`src/rtl/bcd_7seg_scanner_pkg.sv`:
```
// Shared types and segment patterns for the multiplexed BCD display scanner.
package bcd_display_pkg;

  typedef enum logic [2:0] {
    OFF   = 3'b001,
    DRIVE = 3'b010,
    GAP   = 3'b100
  } scan_state_t;

  // Segment order {g,f,e,d,c,b,a}, active-high before output polarity.
  localparam logic [6:0] SEG_0    = 7'h3F;
  localparam logic [6:0] SEG_1    = 7'h06;
  localparam logic [6:0] SEG_2    = 7'h5B;
  localparam logic [6:0] SEG_3    = 7'h4F;
  localparam logic [6:0] SEG_4    = 7'h66;
  localparam logic [6:0] SEG_5    = 7'h6D;
  localparam logic [6:0] SEG_6    = 7'h7D;
  localparam logic [6:0] SEG_7    = 7'h07;
  localparam logic [6:0] SEG_8    = 7'h7F;
  localparam logic [6:0] SEG_9    = 7'h6F;
  localparam logic [6:0] SEG_DASH = 7'h40;
  localparam logic [6:0] SEG_OFF  = 7'h00;

endpackage

```
`src/rtl/bcd_7seg_scanner_if.sv`:
```
// Load/display bundle between a BCD producer and the display scanner.
interface bcd_7seg_scanner_if #(
  parameter int DIGITS = 3
);
  logic                  i_enable;
  logic                  i_load;
  logic [DIGITS*4-1:0]   i_bcd;
  logic [6:0]            o_seg;
  logic [DIGITS-1:0]     o_an;
  logic                  o_frame;
  logic                  o_invalid;

  modport master (
    output i_enable, i_load, i_bcd,
    input  o_seg, o_an, o_frame, o_invalid
  );

  modport slave (
    input  i_enable, i_load, i_bcd,
    output o_seg, o_an, o_frame, o_invalid
  );
endinterface

```
`src/rtl/bcd_to_7seg.sv`:
```
// Combinational nibble to segment decoder; nibbles above 9 show a dash.
module bcd_to_7seg
  import bcd_display_pkg::*;
(
  input  logic [3:0] nib_i,
  input  logic       blank_i,
  output logic [6:0] seg_o
);

  always_comb begin
    seg_o = SEG_OFF;
    if (!blank_i) begin
      case (nib_i)
        4'd0:    seg_o = SEG_0;
        4'd1:    seg_o = SEG_1;
        4'd2:    seg_o = SEG_2;
        4'd3:    seg_o = SEG_3;
        4'd4:    seg_o = SEG_4;
        4'd5:    seg_o = SEG_5;
        4'd6:    seg_o = SEG_6;
        4'd7:    seg_o = SEG_7;
        4'd8:    seg_o = SEG_8;
        4'd9:    seg_o = SEG_9;
        default: seg_o = SEG_DASH;
      endcase
    end
  end

endmodule

```
`src/rtl/bcd_7seg_scanner.sv`:
```
// Time-multiplexed 7-segment scanner with frame-aligned (tear-free) updates,
// leading-zero blanking and an all-off gap between digits.
module bcd_7seg_scanner
  import bcd_display_pkg::*;
#(
  parameter int DIGITS         = 3,
  parameter int REFRESH_DIV    = 1000,
  parameter int GAP_CYCLES     = 2,
  parameter int BLANK_LZ       = 1,
  parameter int SEG_ACTIVE_LOW = 1,
  parameter int AN_ACTIVE_LOW  = 1
) (
  input  logic               i_clk,
  input  logic               i_rst,
  bcd_7seg_scanner_if.slave  bus
);

  localparam int DW = DIGITS * 4;
  localparam int PW = $clog2(REFRESH_DIV);
  localparam int GW = ($clog2(GAP_CYCLES + 1) > 1) ? $clog2(GAP_CYCLES + 1) : 1;
  localparam int IW = ($clog2(DIGITS) > 1) ? $clog2(DIGITS) : 1;

  localparam logic [PW-1:0] PRE_LAST = PW'(REFRESH_DIV - 1);
  localparam logic [GW-1:0] GAP_LAST = GW'((GAP_CYCLES > 0) ? GAP_CYCLES - 1 : 0);
  localparam logic [IW-1:0] IDX_LAST = IW'(DIGITS - 1);

  localparam logic [6:0]        SEG_INV = (SEG_ACTIVE_LOW != 0) ? 7'h7F : 7'h00;
  localparam logic [DIGITS-1:0] AN_INV  = (AN_ACTIVE_LOW != 0) ? {DIGITS{1'b1}} : '0;

  scan_state_t       state_q, state_d;
  logic [IW-1:0]     idx_q, idx_d;
  logic [PW-1:0]     pre_q, pre_d;
  logic [GW-1:0]     gap_q, gap_d;
  logic [DW-1:0]     disp_q, disp_d, pend_q, pend_d;
  logic              pend_valid_q, pend_valid_d;
  logic              invalid_q, invalid_d;
  logic              frame_q;
  logic [6:0]        seg_q, seg_d;
  logic [DIGITS-1:0] an_q, an_d;

  logic advance, wrap, entry, swap;
  logic any_bad, lz_run, blank, drive_d;
  logic [3:0] nib;

  always_comb begin
    state_d = state_q;
    idx_d   = idx_q;
    pre_d   = pre_q;
    gap_d   = gap_q;
    advance = 1'b0;
    entry   = 1'b0;
    if (!bus.i_enable) begin
      state_d = OFF;
      idx_d   = '0;
      pre_d   = '0;
      gap_d   = '0;
    end else begin
      case (state_q)
        OFF: begin
          state_d = DRIVE;
          idx_d   = '0;
          pre_d   = '0;
          entry   = 1'b1;
        end
        DRIVE: begin
          if (pre_q == PRE_LAST) begin
            pre_d = '0;
            if (GAP_CYCLES > 0) begin
              state_d = GAP;
              gap_d   = '0;
            end else begin
              advance = 1'b1;
            end
          end else begin
            pre_d = pre_q + 1'b1;
          end
        end
        GAP: begin
          if (gap_q == GAP_LAST) advance = 1'b1;
          else                   gap_d   = gap_q + 1'b1;
        end
        default: state_d = OFF;
      endcase
    end
    wrap = advance && (idx_q == IDX_LAST);
    if (advance) begin
      state_d = DRIVE;
      idx_d   = wrap ? '0 : idx_q + 1'b1;
    end
  end

  // A load landing on the boundary cycle is treated as pending, so it is
  // shown straight away instead of waiting a full extra frame.
  always_comb begin
    swap         = (wrap || entry) && (pend_valid_q || bus.i_load);
    pend_d       = bus.i_load ? bus.i_bcd : pend_q;
    pend_valid_d = swap ? 1'b0 : (bus.i_load || pend_valid_q);
    disp_d       = swap ? pend_d : disp_q;
    any_bad      = 1'b0;
    for (int i = 0; i < DIGITS; i++) begin
      if (disp_d[i*4 +: 4] > 4'd9) any_bad = 1'b1;
    end
    invalid_d = swap ? any_bad : invalid_q;
  end

  always_comb begin
    nib    = '0;
    lz_run = 1'b1;
    blank  = 1'b0;
    for (int i = DIGITS - 1; i >= 0; i--) begin
      lz_run = lz_run && (disp_d[i*4 +: 4] == 4'd0);
      if (idx_d == IW'(i)) begin
        nib   = disp_d[i*4 +: 4];
        blank = (BLANK_LZ != 0) && (i != 0) && lz_run;
      end
    end
    drive_d = (state_d == DRIVE) && !blank;
    an_d    = drive_d ? (DIGITS'(1) << idx_d) : '0;
  end

  bcd_to_7seg u_dec (
    .nib_i   (nib),
    .blank_i (!drive_d),
    .seg_o   (seg_d)
  );

  always_ff @(posedge i_clk or posedge i_rst) begin
    if (i_rst) begin
      state_q      <= OFF;
      idx_q        <= '0;
      pre_q        <= '0;
      gap_q        <= '0;
      disp_q       <= '0;
      pend_q       <= '0;
      pend_valid_q <= 1'b0;
      invalid_q    <= 1'b0;
      frame_q      <= 1'b0;
      seg_q        <= SEG_OFF ^ SEG_INV;
      an_q         <= AN_INV;
    end else begin
      state_q      <= state_d;
      idx_q        <= idx_d;
      pre_q        <= pre_d;
      gap_q        <= gap_d;
      disp_q       <= disp_d;
      pend_q       <= pend_d;
      pend_valid_q <= pend_valid_d;
      invalid_q    <= invalid_d;
      frame_q      <= wrap;
      seg_q        <= seg_d ^ SEG_INV;
      an_q         <= an_d ^ AN_INV;
    end
  end

  assign bus.o_seg     = seg_q;
  assign bus.o_an      = an_q;
  assign bus.o_frame   = frame_q;
  assign bus.o_invalid = invalid_q;

endmodule
```
`src/flat_wrapper.sv`:
```
// flat-port wrapper written by rule: the top's interface ports become plain ports
module bcd_7seg_scanner_flat import bcd_display_pkg::*;
#(
  parameter int DIGITS         = 3,
  parameter int REFRESH_DIV    = 1000,
  parameter int GAP_CYCLES     = 2,
  parameter int BLANK_LZ       = 1,
  parameter int SEG_ACTIVE_LOW = 1,
  parameter int AN_ACTIVE_LOW  = 1
)
  (i_clk, i_rst, bus_i_enable, bus_i_load, bus_i_bcd, bus_o_seg, bus_o_an, bus_o_frame, bus_o_invalid);
  bcd_7seg_scanner_if #(.DIGITS(DIGITS)) bus_i ();
  input  logic i_clk;
  input  logic i_rst;
  input wire logic [$bits(bus_i.i_enable)-1:0] bus_i_enable;
  input wire logic [$bits(bus_i.i_load)-1:0] bus_i_load;
  input wire logic [$bits(bus_i.i_bcd)-1:0] bus_i_bcd;
  output wire logic [$bits(bus_i.o_seg)-1:0] bus_o_seg;
  output wire logic [$bits(bus_i.o_an)-1:0] bus_o_an;
  output wire logic [$bits(bus_i.o_frame)-1:0] bus_o_frame;
  output wire logic [$bits(bus_i.o_invalid)-1:0] bus_o_invalid;
  assign bus_i.i_enable = bus_i_enable;
  assign bus_i.i_load = bus_i_load;
  assign bus_i.i_bcd = bus_i_bcd;
  assign bus_o_seg = bus_i.o_seg;
  assign bus_o_an = bus_i.o_an;
  assign bus_o_frame = bus_i.o_frame;
  assign bus_o_invalid = bus_i.o_invalid;
  bcd_7seg_scanner #(.DIGITS(DIGITS), .REFRESH_DIV(REFRESH_DIV), .GAP_CYCLES(GAP_CYCLES), .BLANK_LZ(BLANK_LZ), .SEG_ACTIVE_LOW(SEG_ACTIVE_LOW), .AN_ACTIVE_LOW(AN_ACTIVE_LOW)) u_core (.i_clk(i_clk), .i_rst(i_rst), .bus(bus_i));
endmodule
```
`config.mk`:
```
export PLATFORM = sky130hd
export DESIGN_NAME = bcd_7seg_scanner_flat
export DESIGN_NICKNAME = d
export VERILOG_FILES = /design/src/rtl/bcd_7seg_scanner_pkg.sv /design/src/rtl/bcd_7seg_scanner_if.sv /design/src/rtl/bcd_to_7seg.sv /design/src/rtl/bcd_7seg_scanner.sv /design/src/flat_wrapper.sv
export SDC_FILE = /design/constraint.sdc
export NUM_CORES = 1
export LEC_CHECK = 0
export CAP_MARGIN = 0
export CORE_MARGIN = 5
export CORE_UTILIZATION = 56
export DETAILED_ROUTE_END_ITERATION = 8
export PLACE_DENSITY = 0.81
export SYNTH_ARGS = -nofsm -noshare
export SYNTH_HDL_FRONTEND = slang
export SYNTH_SLANG_ARGS = --single-unit
```
`constraint.sdc`:
```
create_clock -name i_clk -period 4.29 [get_ports i_clk]
set_clock_uncertainty 0.2 [all_clocks]
set_input_delay 0.429 -clock i_clk [delete_from_list [all_inputs] [get_ports i_clk]]
set_output_delay 0.429 -clock i_clk [all_outputs]
set_load 0.01 [all_outputs]
```
# == Word-level counts from Yosys, hierarchy flattened ==
# Memory sizes are Yosys's and may differ from the RTL's.
# Index checks and enable logic that the tools add are counted.
# totals
regBits,54
latch_bits,0
ramBits,0
mem_bits_ro,112
input_bits,16
out_inout_bits,12
word_cells,79
n_memories,1
# mem_list
memory,depth,word_bits,read_ports,rd_clocked_by_memory_dff,wr,line,text
(no name shown),16,7,1,0,0,bcd_to_7seg.sv:13,case (nib_i)
# op_classes
n_addsub,3
mul,0
div,0
magnitude_cmp,3
n_eq_ne,13
shift,1
mux,34
bitwise_logic,2
n_reduce_logical,11
# op_table
operator,count
12-bit two-way mux,2
10-bit two-way mux,2
10-bit one-hot mux with 2 select lines,1
2-bit two-way mux,7
"4-bit > comparator, second input constant",3
1-bit two-way mux,12
3-bit two-way mux,4
4-bit two-way mux,3
"10-bit by 1-bit adder with 10-bit output, second input constant",1
"10-bit equality test, second input constant",1
3-bit one-hot mux with 3 select lines,1
4-bit zero test,2
7-bit two-way mux,1
7-bit NOT,1
"3-bit by 2-bit equality test with 1-bit output, second input constant",2
"3-bit by 1-bit != test with 1-bit output, second input constant",2
"2-bit by 1-bit adder with 2-bit output, second input constant",2
"2-bit by 1-bit equality test with 1-bit output, second input constant",2
"2-bit equality test, second input constant",2
1-bit logical AND,4
2-bit one-hot mux with 2 select lines,1
"3-bit by 1-bit equality test with 1-bit output, second input constant",1
"3-bit equality test, second input constant",1
"3-bit by 2-bit != test with 1-bit output, second input constant",1
other kinds (7),8

# == Longest topological paths before layout ==
# logic_depth
word_depth,16
depth_mapped,14
mapped_depth_nobuf,13

# == Cells and area by module ==
# A second synthesis with hierarchy kept.
# hier_totals
cells_unflattened,289
hier_area_um2,2924.1
# modules_own_cells
mod,instances,cells_each,area_per_inst_um2,seq_area_each_um2
bcd_7seg_scanner,1,256,2708.8,1365.1
bcd_to_7seg,1,33,215.2,0.0

# == Worst setup path before layout ==
# OpenSTA, ideal clock, no wires.
# synth_timing
path_kind,input -> register
startpoint,input port bus_i_enable
endpoint,register u_core.seg_q[3] (netlist: u_core.bus.o_seg[3])
setup_time_ns,0.097
arrival_ns,2.838
required_time_ns,3.993
slack_ns,1.155
cell_stages,11
n_path_buf,2
cell_sequence,or3b_1 buf_2 o41a_1 nor2_2 buf_6 mux2_2 a221o_1 inv_1 ha_1 mux2i_1 o211ai_1
# synth_via
elab_chain_cells,13
elab_cells_between_ends,29
cone_classes,eq/ne (3); mux (15); bitwise (1); reduce/logical (9); memory (1)
# synth_lines
element,line,text
start: declaration,flat_wrapper.sv:15,input wire logic [$bits(bus_i.i_enable)-1:0] bus_i_enable;
1-bit two-way mux,bcd_7seg_scanner.sv:52,if (!bus.i_enable) begin
1-bit logical AND,bcd_7seg_scanner.sv:85,wrap = advance && (idx_q == IDX_LAST);
1-bit logical OR *,bcd_7seg_scanner.sv:95,swap = (wrap || entry) && (pend_valid_q || bus.i_load);
1-bit logical AND *,bcd_7seg_scanner.sv:95,
12-bit two-way mux *,bcd_7seg_scanner.sv:98,disp_d = swap ? pend_d : disp_q;
via u_core.disp_d[8],bcd_7seg_scanner.sv:34,"logic [DW-1:0] disp_q, disp_d, pend_q, pend_d;"
branches (longest 6 deep; another with memory read 16 x 7 bit),-,
7-bit two-way mux *,bcd_to_7seg.sv:12,if (!blank_i) begin
7-bit NOT (no source line) *,-,
end signal: assignment,bcd_7seg_scanner.sv:138,seg_q <= SEG_OFF ^ SEG_INV;
end signal: assignment,bcd_7seg_scanner.sv:150,seg_q <= seg_d ^ SEG_INV;
end: declaration,bcd_7seg_scanner.sv:38,"logic [6:0] seg_q, seg_d;"
# Mark *: on every way through the listed nets, which the timed path passes.
# A chain may end at the register's enable or synchronous reset.

# == Final worst setup path ==
# layout_timing
startpoint,register u_core.state_q[1]
endpoint,register u_core.seg_q[5] (netlist: u_core.bus.o_seg[5])
# layout_via
elab_chain_cells,15
elab_cells_between_ends,37
cone_classes,eq/ne (6); mux (20); bitwise (1); reduce/logical (9); memory (1)
# layout_lines
element,line,text
start: declaration,bcd_7seg_scanner.sv:30,"scan_state_t state_q, state_d;"
start signal: assignment,bcd_7seg_scanner.sv:141,state_q <= state_d;
branches (longest 13 deep; another with memory read 16 x 7 bit),-,
7-bit two-way mux *,bcd_to_7seg.sv:12,
7-bit NOT (no source line) *,-,
# Mark *: on every way between the ends.

==> out/results.txt <==
status -> finished clean
maximum level of the CTS H-tree -> 2
max-slew violations -> 0
Min-Delay Path Class -> reg2reg
clock power share -> 23.6%
Buf+Inv Stages, Crit Path -> 3
row count -> 25
Clock Path Buffers -> 2
Leak -> 1.32 nW
Critical-path top delay cell -> dfrtp_1
share of cells above drive strength 1 -> 15.1%
Critical Path RT -> 4.32 ns
Worst path max stage delay -> 0.54 ns
Yosys top cell by area -> dfrtp_1
sequential share of the synthesized area -> 50.7%
Slew @ Worst Pin -> 1.07 ns
Post-CTS Hold Fix Bufs -> 0
Clock Sinks -> 54
Primary FF master, synth -> dfrtp_1
Synth warnings -> 0
internal power -> 0.987 mW
postcts setup bufs -> 0
CP Class -> reg2reg
via count -> 1949
crit path launch -> u_core.state_q[1]
cell area after synthesis -> 2690 um2
Die Area -> 6290 um2
DRT iter0 DRCs -> 112
min Tclk post-route -> 3.66 ns
core area -> 4690 um2
number of diodes -> 0
Max transition margin -> 28.8%
sequential share of power -> 45.4%
P_sw -> 0.461 mW
chain of cells forming the critical path -> or3b_1 > o41a_1 > nor2_2 > buf_4 > mux2i_1 > o221ai_1 > inv_1 > ha_1 > inv_1 > mux2i_1 > o211ai_1
Placed Instance Area -> 3010 um2
Total Neg Setup Slack -> 0 ns
initial antenna violation count -> 0
routed via count divided by cell count -> 5.85
Post-CTS Resized -> 0
Starting Density -> 57.4%
Yosys reg bits -> 54
Die X -> 79.3 um
cts bufs inserted -> 5
worst r2r src -> u_core.state_q[1]
worst hold start -> u_core.gap_q[1]
Fin. Hold Viols -> 0
Comb power frac -> 31.0%
CTS tree -> built
die height -> 79.3 um
GRT Total Usage -> 18.4%
# IOs -> 28
post-route worst setup slack -> 0.633 ns
Area contributors post-synth -> dfrtp_1 40%, dfstp_2 11%, mux2_2 5.0%
Crit. End Element -> flip-flop
final setup fails -> 0
syn_area_per_cell -> 10.7 um2
post-synthesis async set-or-reset flop share -> 100%
crit-path max FO -> 15
largest net degree at the start of global routing -> 55
Area Growth Syn to Fin -> 15.8%
Post-Place Setup Slack -> 0.332 ns
Startpoint Class -> flip-flop
final worst path period share -> 85.2%
Achievable Freq -> 0.273 GHz
vias in the first global route -> 1889
max_cap viols -> 0
CTS root buffer -> clkbuf_8
Sw Ratio -> 31.8%
crit-path leading delay family -> compound AO/OA/AOI/OAI gates
Yosys top cell area share -> 40.0%
Post-synth EDFFs -> 0
number of cells produced by synthesis -> 251
drt pass-1 iters -> 4
grt ovf -> 0
wire per inst -> 15.7 um
power density cells -> 465 nW/um2
Power Total -> 1.45 mW
DRC -> 0
Clk pin slew, worst setup/hold paths -> 0.10 ns
first-pass GRT wire length -> 9050 um
Clock Latency Late Sink -> 0.31 ns
Mapped Nets -> 274
peak supply drop -> 0.000214 V
Final Cell Area -> 3120 um2
port buffer count -> 27
RSZ-0062 raised after global routing -> no
crit path DAT -> 3.69 ns
Routed Antenna Nets -> 0
Post-Route WL -> 5210 um
fin nets -> 301
dpl hpwl -> 3630 um
number of distinct library cells after synthesis -> 54
Final Wtd Congestion -> 0.795
## metrics by stage
stage / util, % / instances / hold slack (ns)
final: 66.4 / 333 / 0.301
after global routing: 66.4 / 333 / 0.335
after CTS: 66.4 / 333 / 0.306
after detailed placement: 64.1 / 325 / 0.282
after global placement: 64.1 / 325 / 0.271
after floorplan: - / 251 / 0.248
## sequential cells by signal, summed over array words and instances (netlist names)
register / count
u_core.disp_q: 12
u_core.pend_q: 12
u_core.pre_q: 10
u_core.bus.o_seg: 7
u_core.bus.o_an: 3
u_core.state_q: 3
u_core.gap_q: 2
u_core.idx_q: 2
u_core.bus.o_frame: 1
u_core.bus.o_invalid: 1
u_core.pend_valid_q: 1
## cell usage after synthesis, drive strengths merged (3+ instances only)
master,instances
dfrtp,43
nor2,19
inv,17
nand2,17
o21ai,17
a21oi,15
mux2i,14
mux2,12
dfstp,11
ha,7
o211ai,7
buf,5
clkbuf,5
xor2,5
nand3,4
nor3,4
a211oi,3
a22o,3
and2,3
nor2b,3
o221ai,3
xnor2,3
## metal layers
metal / wire length [um] / share of wire, % / GRT usage, % / up-vias
met3: 238 / 4.6 / 4.08 / 6
met1: 2430 / 47 / 26.0 / 963
met5: 0 / 0 / 0 / -
met4: 62 / 1.2 / 5.50 / 0
li1: - / - / - / 947
met2: 2480 / 48 / 28.4 / 33
## area by class of cell
| class | instances | area [um2] |
|---|---|---|
| clock buffers | 5 | 68.8 |
| clock inverters | 3 | 42.5 |
| fillers | 378 | 1580 |
| inverters | 17 | 63.8 |
| multi-input cells | 170 | 1220 |
| flip-flops and latches | 54 | 1370 |
| well taps | 54 | 67.6 |
| repair buffers | 30 | 293 |
## worst register-to-register path, stage by stage, from the launching register on
cell and delay, ns:
dfrtp_1 0.54, or3b_1 0.54, o41a_1 0.45, nor2_2 0.23
buf_4 0.28, mux2i_1 0.16, o221ai_1 0.46, inv_1 0.18
ha_1 0.21, inv_1 0.07, mux2i_1 0.07, o211ai_1 0.19
## cells in the final DEF (no fill, tap or decap), drive strengths merged, types with 2 or more instances in the layout
cell and instances:
dfrtp 43, or3 2, mux2 12, clkdlybuf4s50 27, nand2b 2, nand3 4, a21oi 15, clkbuf 5
xnor2 3, a211oi 3, o41a 2, nand2 17, nor2 19, buf 3, nor3 4, o221ai 3
nand4 2, o21a 2, or3b 2, o21ai 17, xor2 5, a22o 3, nor2b 3, ha 7
inv 18, and4 2, o211ai 7, mux2i 14, dfstp 11, a221o 2, and2 3
## power groups by stage
stage	combinational [mW]	clock [mW]	sequential, mW
finish	0.450	0.341	0.658
global route	0.505	0.366	0.670
CTS	0.453	0.353	0.658
detailed placement	0.449	0	0.667
global placement	0.431	0	0.667
floorplan	0.310	0	0.663
## final timing paths
check	to	slack (ns)	depth (start not counted)
max in group asynchronous	u_core.bus.o_frame	2.74	2
min reg2reg	u_core.gap_q[1]	0.30	2
max	u_core.bus.o_seg[5]	0.63	11
min	u_core.gap_q[1]	0.30	2
min in group asynchronous	u_core.pend_q[0]	0.50	2
max reg2reg	u_core.bus.o_seg[5]	0.63	11
## kinds of logic after synthesis
group                      Yosys count  share of synthesized area [%]
DFF                                 54                           50.7
and+or+nand+nor                     67                           12.7
adders and majority gates            7                           3.25
buffers and inverters               27                           4.14
AOI/OAI and AO/OA                   62                           16.3
xor gates and xnor gates             8                           2.60
muxes                               26                           10.4
Power figures use the tool's default switching activity.
